===== config.mk =====
export PLATFORM = sky130hd
export DESIGN_NAME = mem_access_stage
export DESIGN_NICKNAME = d
export VERILOG_FILES = /design/src/rtl/cpu_pkg.sv /design/src/rtl/branch_unit.sv /design/src/rtl/mem_access_stage.sv
export SDC_FILE = /design/constraint.sdc
export NUM_CORES = 1
export LEC_CHECK = 0
export ABC_AREA = 1
export CORE_AREA = 2 2 221 223
export CTS_CLUSTER_DIAMETER = 150
export DETAILED_ROUTE_END_ITERATION = 16
export DIE_AREA = 0 0 223 225
export GPL_ROUTABILITY_DRIVEN = 0
export MAX_ROUTING_LAYER = met4
export PLACE_DENSITY = 0.7
export SLEW_MARGIN = 10
export SYNTH_ARGS = -nofsm -noshare
export SYNTH_HDL_FRONTEND = slang
export SYNTH_SLANG_ARGS = --single-unit

===== constraint.sdc =====
create_clock -name clk -period 1.7 [get_ports clk]
set_input_delay 0.34 -clock clk [delete_from_list [all_inputs] [get_ports clk]]
set_output_delay 0.34 -clock clk [all_outputs]
set_load 0.005 [all_outputs]

===== src/rtl/cpu_pkg.sv =====
// Shared definitions for the CPU pipeline stages: default widths, the
// memory-stage state encoding and instruction field positions.
package cpu_pkg;

    localparam int DEF_DATA_W = 64;
    localparam int DEF_REG_AW = 5;

    // destination register field of the instruction word
    localparam int RD_LSB = 0;
    localparam int RD_MSB = 4;

    typedef enum logic {
        IDLE = 1'b0,
        WAIT = 1'b1
    } state_t;

endpackage


===== src/rtl/branch_unit.sv =====
// Combinational branch decision from the unconditional / CBZ / CBNZ flags
// and the ALU zero flag. Also used by the fetch-stage verification model.
module branch_unit (
    input  logic b,
    input  logic bz,
    input  logic bnz,
    input  logic zero,
    output logic taken
);

    assign taken = b | (bz & zero) | (bnz & ~zero);

endmodule


===== src/rtl/mem_access_stage.sv =====
// Memory-access pipeline stage: performs loads/stores over a req/ack port,
// resolves branches and presents writeback data. Optional build macro:
// MEM_ALIGN_CHECK_EN rejects memory accesses that are not 8-byte aligned.
//
// state | meaning
// IDLE  | ready for a new instruction; non-memory ops complete in one cycle
// WAIT  | memory request outstanding, upstream stalled until ack or timeout
module mem_access_stage
    import cpu_pkg::*;
#(
    parameter int DATA_W      = DEF_DATA_W,
    parameter int REG_AW      = DEF_REG_AW,
    parameter int ACK_TIMEOUT = 16
) (
    input  logic              clk,
    input  logic              rst_n,
    input  logic              ex_valid,
    output logic              ex_ready,
    input  logic [31:0]       ex_instr,
    input  logic [DATA_W-1:0] ex_branch_addr,
    input  logic [DATA_W-1:0] ex_alu_result,
    input  logic [DATA_W-1:0] ex_store_data,
    input  logic              ex_zero,
    input  logic              ex_b,
    input  logic              ex_bz,
    input  logic              ex_bnz,
    input  logic              ex_mem_read,
    input  logic              ex_mem_write,
    input  logic              ex_mem_to_reg,
    input  logic              ex_reg_write,
    output logic              dmem_req,
    output logic              dmem_we,
    output logic [DATA_W-1:0] dmem_addr,
    output logic [DATA_W-1:0] dmem_wdata,
    input  logic [DATA_W-1:0] dmem_rdata,
    input  logic              dmem_ack,
    output logic              pc_src,
    output logic [DATA_W-1:0] branch_target,
    output logic              wb_valid,
    output logic              wb_reg_write,
    output logic [REG_AW-1:0] wb_rd,
    output logic [DATA_W-1:0] wb_data,
    output logic              mem_err
);

    localparam int               CNT_W    = $clog2(ACK_TIMEOUT + 1);
    localparam logic [CNT_W-1:0] CNT_LAST = CNT_W'(ACK_TIMEOUT - 1);

    state_t            state;
    state_t            next_state;
    logic [CNT_W-1:0]  cnt;

    logic              taken;
    logic              accept;
    logic              is_mem;
    logic              misaligned;
    logic              bad_access;
    logic              start_access;
    logic              ack_hit;
    logic              timeout_hit;

    // instruction fields kept while the memory access is outstanding
    logic [REG_AW-1:0] p_rd;
    logic              p_reg_write;
    logic              p_mem_to_reg;
    logic              p_taken;
    logic [DATA_W-1:0] p_target;

    logic              unused_instr_bits;
    assign unused_instr_bits = ^ex_instr[31:RD_MSB+1];

    branch_unit u_branch (
        .b     (ex_b),
        .bz    (ex_bz),
        .bnz   (ex_bnz),
        .zero  (ex_zero),
        .taken (taken)
    );

`ifdef MEM_ALIGN_CHECK_EN
    assign misaligned = |ex_alu_result[2:0];
`else
    assign misaligned = 1'b0;
`endif

    assign accept       = ex_valid & ex_ready;
    assign is_mem       = ex_mem_read | ex_mem_write;
    assign bad_access   = is_mem & ((ex_mem_read & ex_mem_write) | misaligned);
    assign start_access = accept & is_mem & ~bad_access;

    always_ff @(posedge clk or negedge rst_n) begin
        if (!rst_n) begin
            state <= IDLE;
        end else begin
            state <= next_state;
        end
    end

    always_comb begin
        next_state = state;
        case (state)
            IDLE: if (start_access) next_state = WAIT;
            WAIT: if (ack_hit || timeout_hit) next_state = IDLE;
            default: next_state = IDLE;
        endcase
    end

    always_comb begin
        ex_ready    = (state == IDLE);
        ack_hit     = (state == WAIT) & dmem_req & dmem_ack;
        timeout_hit = (state == WAIT) & dmem_req & ~dmem_ack & (cnt == CNT_LAST);
    end

    always_ff @(posedge clk or negedge rst_n) begin
        if (!rst_n) begin
            cnt           <= '0;
            dmem_req      <= 1'b0;
            dmem_we       <= 1'b0;
            dmem_addr     <= '0;
            dmem_wdata    <= '0;
            pc_src        <= 1'b0;
            branch_target <= '0;
            wb_valid      <= 1'b0;
            wb_reg_write  <= 1'b0;
            wb_rd         <= '0;
            wb_data       <= '0;
            mem_err       <= 1'b0;
            p_rd          <= '0;
            p_reg_write   <= 1'b0;
            p_mem_to_reg  <= 1'b0;
            p_taken       <= 1'b0;
            p_target      <= '0;
        end else begin
            wb_valid <= 1'b0;
            pc_src   <= 1'b0;
            mem_err  <= 1'b0;
            if (accept) begin
                if (start_access) begin
                    cnt          <= '0;
                    dmem_req     <= 1'b1;
                    dmem_we      <= ex_mem_write;
                    dmem_addr    <= ex_alu_result;
                    dmem_wdata   <= ex_store_data;
                    p_rd         <= REG_AW'(ex_instr[RD_MSB:RD_LSB]);
                    p_reg_write  <= ex_reg_write;
                    p_mem_to_reg <= ex_mem_to_reg;
                    p_taken      <= taken;
                    p_target     <= ex_branch_addr;
                end else begin
                    wb_valid      <= 1'b1;
                    wb_rd         <= REG_AW'(ex_instr[RD_MSB:RD_LSB]);
                    wb_data       <= ex_alu_result;
                    branch_target <= ex_branch_addr;
                    if (bad_access) begin
                        mem_err      <= 1'b1;
                        wb_reg_write <= 1'b0;
                    end else begin
                        wb_reg_write <= ex_reg_write;
                        pc_src       <= taken;
                    end
                end
            end else if (state == WAIT) begin
                if (ack_hit) begin
                    cnt           <= '0;
                    dmem_req      <= 1'b0;
                    wb_valid      <= 1'b1;
                    wb_reg_write  <= p_reg_write;
                    wb_rd         <= p_rd;
                    wb_data       <= p_mem_to_reg ? dmem_rdata : dmem_addr;
                    pc_src        <= p_taken;
                    branch_target <= p_target;
                end else if (timeout_hit) begin
                    cnt          <= '0;
                    dmem_req     <= 1'b0;
                    wb_valid     <= 1'b1;
                    mem_err      <= 1'b1;
                    wb_reg_write <= 1'b0;
                    wb_rd        <= p_rd;
                    wb_data      <= dmem_addr;
                end else begin
                    cnt <= cnt + 1'b1;
                end
            end
        end
    end

endmodule


Word-level counts from Yosys, hierarchy flattened
Cells that the tools add are included.
{"block": "word_totals", "ff_bits": 345, "in_bits": 300, "word_cells": 97}
{"block": "op_classes", "add_sub_neg": 1, "n_eq_ne": 3, "n_mux": 48, "n_bitwise": 18, "reduce_logical": 9}
{"op": "$mux W64", "count": 10}
{"op": "$mux W5", "count": 10}
{"op": "$mux W1", "count": 27}
{"op": "$and A1 B1 Y1", "count": 11}
{"op": "$reduce_and A3 Y1", "count": 3}
{"op": "$add A5 B1 Y5 const B", "count": 1}
{"op": "$eq A5 B4 Y1 const B", "count": 1}
{"op": "$not A1 Y1", "count": 4}
{"op": "$reduce_and A2 Y1", "count": 2}
{"op": "$reduce_bool A2 Y1", "count": 2}
{"op": "$or A1 B1 Y1", "count": 3}
{"op": "$reduce_bool A3 Y1", "count": 1}
{"op": "$ne A2 B1 Y1 const B", "count": 1}
{"op": "$ne A2 B2 Y1 const B", "count": 1}
{"op": "$pmux W1 S2", "count": 1}
{"op": "$logic_or A1 B1 Y1", "count": 1}

Depth between registers and ports, before layout
Gate-level depths: netlist (run 1).
{"block": "logic_depth", "ltp_word": 7, "mapped_depth": 9}

Cells and area by module
From an unflattened synthesis (run 1), not the netlist that was laid out.
{"block": "hier_totals", "cells_unflattened": 2070, "hier_area_um2": 16009.1}
{"mod": "mem_access_stage", "n_inst": 1, "cells_per_inst": 2065, "area_per_inst_um2": 15981.6, "seq_area_each_um2": 8633.3}
{"mod": "branch_unit", "n_inst": 1, "cells_per_inst": 5, "area_per_inst_um2": 27.5, "seq_area_each_um2": 0.0}

Worst setup path after synthesis (run 1)
No wires, ideal clock.
{"block": "synth_path", "path_kind": "register to register", "start": "register cnt[1]", "end": "register wb_data[63]", "setup_time_ps": 118, "arrival_time_ps": 1319, "path_slack_ps": 263, "path_stages_with_launch": 10, "path_buffers": 1, "synth_period_minus_slack_ps": 1437, "cell_sequence": "dfrtp_1 > ha_1 > nand2_1 > nor2_1 > nand3_1 > nand3_2 > inv_2 > buf_2 > nand2_1 > nand2_1"}
{"block": "synth_via", "elab_chain_len": 4}
{"item": "start: declaration", "line": "mem_access_stage.sv:51", "source": "logic [CNT_W-1:0] cnt;"}
{"item": "start signal: assignment", "line": "mem_access_stage.sv:181", "source": "cnt <= cnt + 1'b1;"}
{"item": "$eq A5 B4 Y1", "line": "mem_access_stage.sv:111", "source": "timeout_hit = (state == WAIT) & dmem_req & ~dmem_ack & (cnt == CNT_LAST);"}
{"item": "$and A1 B1 Y1", "line": "mem_access_stage.sv:111"}
{"item": "$reduce_bool A3 Y1 (no source line)"}
{"item": "$reduce_and A3 Y1 (no source line)"}
{"item": "end signal: assignment", "line": "mem_access_stage.sv:152", "source": "wb_data <= ex_alu_result;"}
{"item": "end signal: assignment", "line": "mem_access_stage.sv:169", "source": "wb_data <= p_mem_to_reg ? dmem_rdata : dmem_addr;"}
{"item": "end signal: assignment", "line": "mem_access_stage.sv:179", "source": "wb_data <= dmem_addr;"}
{"item": "end: declaration", "line": "mem_access_stage.sv:42", "source": "output logic [DATA_W-1:0] wb_data,"}
Every way passes these cells.
A chain may end at the register's enable or synchronous reset.

Final worst setup path (run 1)
{"block": "layout_path", "start": "register wb_reg_write", "end": "output wb_reg_write"}
{"item": "start: declaration", "line": "mem_access_stage.sv:40", "source": "output logic wb_reg_write,"}
{"item": "start signal: assignment", "line": "mem_access_stage.sv:158", "source": "wb_reg_write <= ex_reg_write;"}
{"item": "start signal: assignment", "line": "mem_access_stage.sv:167", "source": "wb_reg_write <= p_reg_write;"}
No word-level cell between the ends.

==> results by group, run 1 <==
Outcome
  • Run status: finished, final reports clean

Clocking
  • Inserted Clock Buffers: 38
  • Clock latency on the worst-skew pair: approximately 550 ps
  • Clock tree from TritonCTS: done
  • Clock tree buffer depth: 3
  • H-Tree Depth: 2
  • Clk pin slew, worst setup/hold paths: 60 ps
  • Clk root buf: clkbuf_16
  • Clock sinks: 345

Power
  • Total leakage power: 12.72 nW
  • PD cells: 1694 nW/um2
  • Highest ir drop seen on vdd: roughly 0.9 mV

Critical path
  • Critical Path Start Type: flip-flop
  • Ordered list of cells on the worst path: dlygate4sd2_1
  • Largest stage delay on the critical path: 390 ps
  • Max stage delay cell, worst path: dfrtp_1
  • Setup CP Type: reg2out
  • Required time at the endpoint of the critical path: 1360 ps
  • Type of element capturing the critical path: primary output
  • Arrival @ worst endpoint: 1310 ps
  • Critical path's top delay family: flip-flops
  • Worst path buffer plus inverter count: 1
  • Critical-path maximum fanout: 2

Place
  • Instance area at placement: roughly 23000 um2
  • Placed Instances: about 3200
  • Half-perimeter wire length after detailed placement: 40450 um
  • Setup Slack @ Placement: -408.2 ps
  • IO buf count: between 500 and 600

GRT
  • Via count of the first global-routing pass: 16190
  • Total global routing overflow: 0
  • Global-route total usage across every layer: 22.98%
  • Number of antenna violations at the first check in global routing: 1
  • Maximum number of pins on one net before global-route repair: 65
  • Global-route wire length before repair: 88670 um

Route
  • Remaining routing DRC violations: 0
  • Number of iterations in the first detailed-routing pass: 5
  • Routed wire length per instance: 17.21 um
  • Antenna violation net count after detailed routing: 0
  • Average via count per standard cell: 4.874
  • DR vias: 16200
  • DR iter-0 viols: between 1000 and 1500
  • Routed WL: 57200 um

Floorplanning
  • Core outline area: 47550 um2
  • Initial cell density of the core: 33.40%
  • Area of the die: 50180 um2
  • Horizontal die dimension: 223 um
  • Number of cell rows: 80
  • Ports placed on the boundary: ~570
  • Die H: 225 um

Timing
  • Hold Slack: around 280 ps
  • Slew of the pin with the lowest slew margin: 393.6 ps
  • Headroom to the max-slew limit: 73.48%
  • Count of pins over their slew limit: 0
  • Worst clock skew on the final layout: 18.68 ps
  • Final setup viols: 0
  • Least setup slack across all paths after layout: 52.58 ps
  • Unrepaired setup endpoints after global routing: true
  • Share of the clock period used by the worst path: 96.91%
  • Peak clock frequency supported by timing: between 0.6 and 0.7 GHz
  • Final hold vios: 0
  • Post-layout minimum cycle time: 1647 ps

Logic synthesis
  • Warnings, synthesis: 0
  • Avg Cell Area, Syn: about 7.7 um2
  • Synthesized netlist net count: around 2400
  • Netlist Area Pre-Place: 15880 um2
  • Area share of the leading cell type in the synthesized netlist: between 50% and 60%
  • Number of instances in the synthesized netlist: 2064
  • Ys flop type: dfrtp_1
  • Post-synth EDFFs: 0
  • Cell with the most instances after synthesis: nand2_1
  • Sequential fraction of the synthesis area: between 50% and 60%
  • Flop and latch count out of synthesis: 345
  • Synth unique cells: 20
  • Cell types with the highest counts after synthesis: nand2_1 (949), dfrtp_1 (345), inv_1 (211), o21ai_0 (187), nand3_1 (134)
  • Cell taking the most area after synthesis: dfrtp_1
  • Cells taking the most area after synthesis: dfrtp_1 (54%), nand2_1 (22%), o21ai_0 (5.9%), inv_1 (5.0%), nand3_1 (4.2%)
  • Fraction of registers with async set/reset: 100.0%

Job
  • Maxcap violations: 0

Layout
  • Final non-filler cell area: roughly 24000 um2
  • Final non-filler cell total: roughly 3300
  • P&R area growth vs syn: 51.67%
  • Share of final-layout standard cells stronger than drive strength 1: 9.239%
  • Multi-input combinational cell area: 5929 um2
  • # fillers: 4492
  • Seq. cell area: 8645 um2
  • Number of nets in the final layout: 2979
  • Utilization of the core after routing: 50.66%

Hold path
  • Kind of path behind the tightest hold check: in2async
## layout by cell type, fill, tap and decap left out, types with 6 or more instances in the layout
master,Yosys,layout
clkbuf_16,0,39
o21ai_0,187,186
buf_4,0,129
nand3_1,134,133
dlygate4sd2_1,0,266
o211ai_1,64,64
dfrtp_2,0,6
nor2_1,8,7
nand2_1,949,945
o21ai_1,23,24
buf_12,0,27
inv_1,211,209
clkinv_2,0,10
clkdlybuf4s50_1,0,271
clkbuf_8,0,9
dfrtp_1,345,338
## report_power, final
group          total (W)  switching [W]  internal [W]
clock network    0.00822        0.00354       0.00469
registers         0.0148        0.00269        0.0121
logic             0.0177        0.00927       0.00847
## worst paths after layout
| path | start | endpoint | slack, ps | depth (start not counted) |
|---|---|---|---|---|
| setup / recovery | wb_reg_write | wb_reg_write | 50 | 1 |
| hold / removal | rst_n | wb_data[25] | 280 | 2 |
| setup reg to reg | state | wb_data[5] | 110 | 8 |
| hold reg to reg | wb_data[59] | wb_data[59] | 470 | 2 |
| max in group asynchronous | rst_n | p_target[16] | 640 | 4 |
| min in group clk | ex_store_data[6] | dmem_wdata[6] | 330 | 3 |
## area by class of cell
| class | instances | area share [%] |
|---|---|---|
| diodes | 3 | 0.03117 |
| clock buffers | 52 | 4.540 |
| clock inverters | 16 | 0.5403 |
| inverters | 215 | 3.371 |
| multi-input cells | 1377 | 24.62 |
| flip-flops and latches | 345 | 35.89 |
| well taps | 615 | 3.195 |
| repair buffers | 701 | 27.81 |
## routing by layer
| layer | global-route usage [%] | up-vias | share of wire (%) |
|---|---|---|---|
| li1 | - | 7648 | - |
| met1 | 27.92 | 7648 | 40 |
| met2 | 37.34 | 770 | 48 |
| met3 | 5.228 | 135 | 8.1 |
| met4 | 8.855 | 0 | 3.8 |
| met5 | - | - | 0 |
## kinds of logic after synthesis
family / share of synthesized area, %
and+or+nand+nor: 27.20
DFF: 54.36
buffers and inverters: 8.580
AOI/OAI and AO/OA: 9.778
adders and majority gates: 0.07878
## stage by stage
stage | power, W | TNS, ps
6_report | 0.04079 | 0
5_1_grt | 0.04371 | -13.75
4_1_cts | 0.04086 | 0
3_5_place_dp | 0.03338 | -74380
3_3_place_gp | 0.03289 | -66390
2_1_floorplan | 0.02223 | 0
## timing repair
item | in CTS | in global routing
endpoints found under the setup margin | 320 | 123
gates cloned | 1 | 1
hold buffers | 1 | 0
hold endpoints to repair | 62 | 0
gates resized for setup | 283 | 9
buffers inserted | 68 | 1
pin swaps | 1 | 4
Note: power is estimated with default switching activity, not from simulation.
==> run 2, diff against run 1 <==
PLACE_DENSITY = 0.61   (was 0.7)
==> results by group, run 2 (synthesized netlist as in run 1, its figures left out) <==
Outcome
  • Run status: finished, final reports clean (unchanged)

Power
  • Total leakage power: 12.86 nW (was 12.72 nW)
  • PD cells: 1720 nW/um2 (was 1694 nW/um2)
  • Highest ir drop seen on vdd: 0.8763 mV (was 0.8944 mV)

Layout
  • Number of nets in the final layout: 2983 (was 2979)
  • Share of final-layout standard cells stronger than drive strength 1: 9.225% (was 9.239%)
  • P&R area growth vs syn: 53.84% (was 51.67%)
  • Utilization of the core after routing: 51.38% (was 50.66%)
  • Final non-filler cell total: 3328 (was 3324)
  • Leading cell types in the layout, fill and taps excluded: nand2_1 (937), dfrtp_1 (343), clkdlybuf4s50_1 (271) (was nand2_1 (945), dfrtp_1 (338), clkdlybuf4s50_1 (271))
  • Most common library cell in the layout ignoring fill and taps: nand2_1 (unchanged)

Timing
  • Least setup slack across all paths after layout: 43.42 ps (was 52.58 ps)
  • Final setup viols: 0 (unchanged)
  • Unrepaired setup endpoints after global routing: true (unchanged)
  • Setup_tns: 0 ps (unchanged)
  • Post-layout minimum cycle time: 1657 ps (was 1647 ps)
  • Headroom to the max-slew limit: 71.03% (was 73.48%)
  • Peak clock frequency supported by timing: 0.6037 GHz (was 0.6070 GHz)
  • Share of the clock period used by the worst path: 97.45% (was 96.91%)
  • Final hold vios: 0 (unchanged)
  • Hold Slack: 250.1 ps (was 278.2 ps)
  • Slew of the pin with the lowest slew margin: 430.0 ps (was 393.6 ps)
  • Worst clock skew on the final layout: 9.717 ps (was 18.68 ps)
  • Count of pins over their slew limit: 0 (unchanged)

Route
  • DR iter-0 viols: 1242 (was 1320)
  • Antenna violation net count after detailed routing: 0 (unchanged)
  • Routed WL: 58520 um (was 57200 um)
  • DR vias: 15860 (was 16200)
  • Number of iterations in the first detailed-routing pass: 5 (unchanged)
  • Remaining routing DRC violations: 0 (unchanged)
  • Routed wire length per instance: 17.58 um (was 17.21 um)
  • Average via count per standard cell: 4.767 (was 4.874)

GRT
  • Global-route wire length before repair: 89010 um (was 88670 um)
  • Number of antenna violations at the first check in global routing: 2 (was 1)
  • Via count of the first global-routing pass: 15660 (was 16190)
  • Total global routing overflow: 0 (unchanged)
  • Global-route total usage across every layer: 23.25% (was 22.98%)
  • Maximum number of pins on one net before global-route repair: 52 (was 65)

Critical path
  • Capture point of the worst path: wb_data[0] (was wb_reg_write)
  • Ordered list of cells on the worst path: ha_4, nand2_2, nor2_4, nand3_4, nand3_4, clkinv_8, clkbuf_16, nand2_1, nand2_1 (was dlygate4sd2_1)
  • Worst-case register-to-register setup slack: 40 ps (was 110 ps)
  • Setup CP Type: reg2reg (was reg2out)
  • Largest stage delay on the critical path: 390 ps (about the same)
  • Launch instance of the worst register-to-register path: cnt[1] (was state)
  • Startpoint of the worst setup timing path: cnt[1] (was wb_reg_write)
  • Type of element capturing the critical path: flip-flop (was primary output)
  • Max stage delay cell, worst path: dfrtp_1 (unchanged)
  • Critical-path maximum fanout: 14 (was 2)
  • Arrival @ worst endpoint: 2110 ps (was 1310 ps)
  • Critical register-to-register path endpoint: wb_data[0] (was wb_data[5])
  • Cell count of the worst reg-to-reg path: 9 (was 8)
  • Required time at the endpoint of the critical path: 2150 ps (was 1360 ps)
  • Critical Path Start Type: flip-flop (unchanged)

Hold path
  • Kind of path behind the tightest hold check: in2async (unchanged)

Floorplanning
  • Die H: 225 um (unchanged)
  • Ports placed on the boundary: 568 (unchanged)
  • Area of the die: 50180 um2 (unchanged)
  • Core outline area: 47550 um2 (unchanged)
  • Number of cell rows: 80 (unchanged)
  • Horizontal die dimension: 223 um (unchanged)
  • Initial cell density of the core: 33.40% (unchanged)

Clocking
  • Clk pin slew, worst setup/hold paths: 60 ps (about the same)
  • Clock sinks: 345 (unchanged)
  • Clock tree buffer depth: 3 (unchanged)
  • Clk root buf: clkbuf_16 (unchanged)
  • Inserted Clock Buffers: 41 (was 38)
  • H-Tree Depth: 2 (unchanged)
  • Clock latency on the worst-skew pair: 560 ps (was 550 ps)
  • Clock tree from TritonCTS: done (unchanged)

Place
  • Placed Instances: 3182 (was 3181)
  • Setup Slack @ Placement: -408.8 ps (was -408.2 ps)
  • IO buf count: 540 (unchanged)
  • Half-perimeter wire length after detailed placement: 39850 um (was 40450 um)

Job
  • Maxcap violations: 0 (unchanged)
==> run 2: changes by cell type in the layout (fill, tap and decap cells not counted), moves of 6 or more <==
cell,change
clkbuf_16,+7
buf_4,-6
clkinv_2,-7
clkbuf_1,+6
nand2_1,-8
bufinv_16,+6
nand2_2,+8
==> run 2: power by group <==
part	leakage [nW]	switching, W	internal [W]	total, W
Combinational	7.87	0.00943	0.00856	0.0180
Clock	0.690	0.00359	0.00578	0.00937
Sequential	4.29	0.00253	0.0121	0.0147
Total	12.9	0.0156	0.0265	0.0420
==> run 2: what timing repair did <==
item                                    4_1_cts  5_1_grt
endpoints found under the setup margin      319      126
hold buffers                                  1        0
gates resized for setup                     272       32
endpoints found under the hold margin       126        0
gates cloned                                  2        5
pin swaps                                     0        6
buffers inserted                             59        5
==> run 2: worst max-delay path: cells and delay by family (launching register included) <==
| kind | cells | cell delay, ps |
|---|---|---|
| and+or+nand+nor | 6 | 600 |
| DFF | 1 | 390 |
| buffers and inverters | 2 | 390 |
| adders and majority gates | 1 | 160 |
==> run 2: worst min path at each step <==
stage | end | slack [ps]
detailed placement | p_rd[1] | 240
floorplan | branch_target[0] | 40
global placement | wb_valid | 240
finish | p_rd[1] | 250
global route | wb_rd[2] | 250
CTS | branch_target[60] | 230
==> run 2: final cells by class <==
type                            instances  area (um2)
Clock inverter                         13       266.5
Sequential cell                       345        8638
Inverter                              215       822.0
Clock buffer                           58        1150
Tap cell                              615       769.5
Multi-Input combinational cell       1377        5972
Timing Repair Buffer                  702        6805
Antenna cell                            3       7.507
Fill cell                            4515       23110
==> run 2: through the flow <==
stage	power, W	area, um2
3_5_place_dp	0.03325	22540
4_1_cts	0.04188	24160
2_1_floorplan	0.02223	15880
5_1_grt	0.04510	24430
3_3_place_gp	0.03289	22540
6_report	0.04202	24430
==> run 2: per-layer routing <==
metal,vias to the layer above,wire length (um),GRT usage [%]
met5,-,0,-
met4,0,1695,7.577
met3,89,4571,5.593
met2,629,27180,36.77
met1,7478,25070,29.43
li1,7668,-,-
==> run 3, diff against run 2 <==
CAP_MARGIN = 10   (was unset)
CTS_CLUSTER_DIAMETER = 120   (was 150)
==> results of run 3 <==
Same layout as run 2: the final DEF is identical, and so are final timing and power.
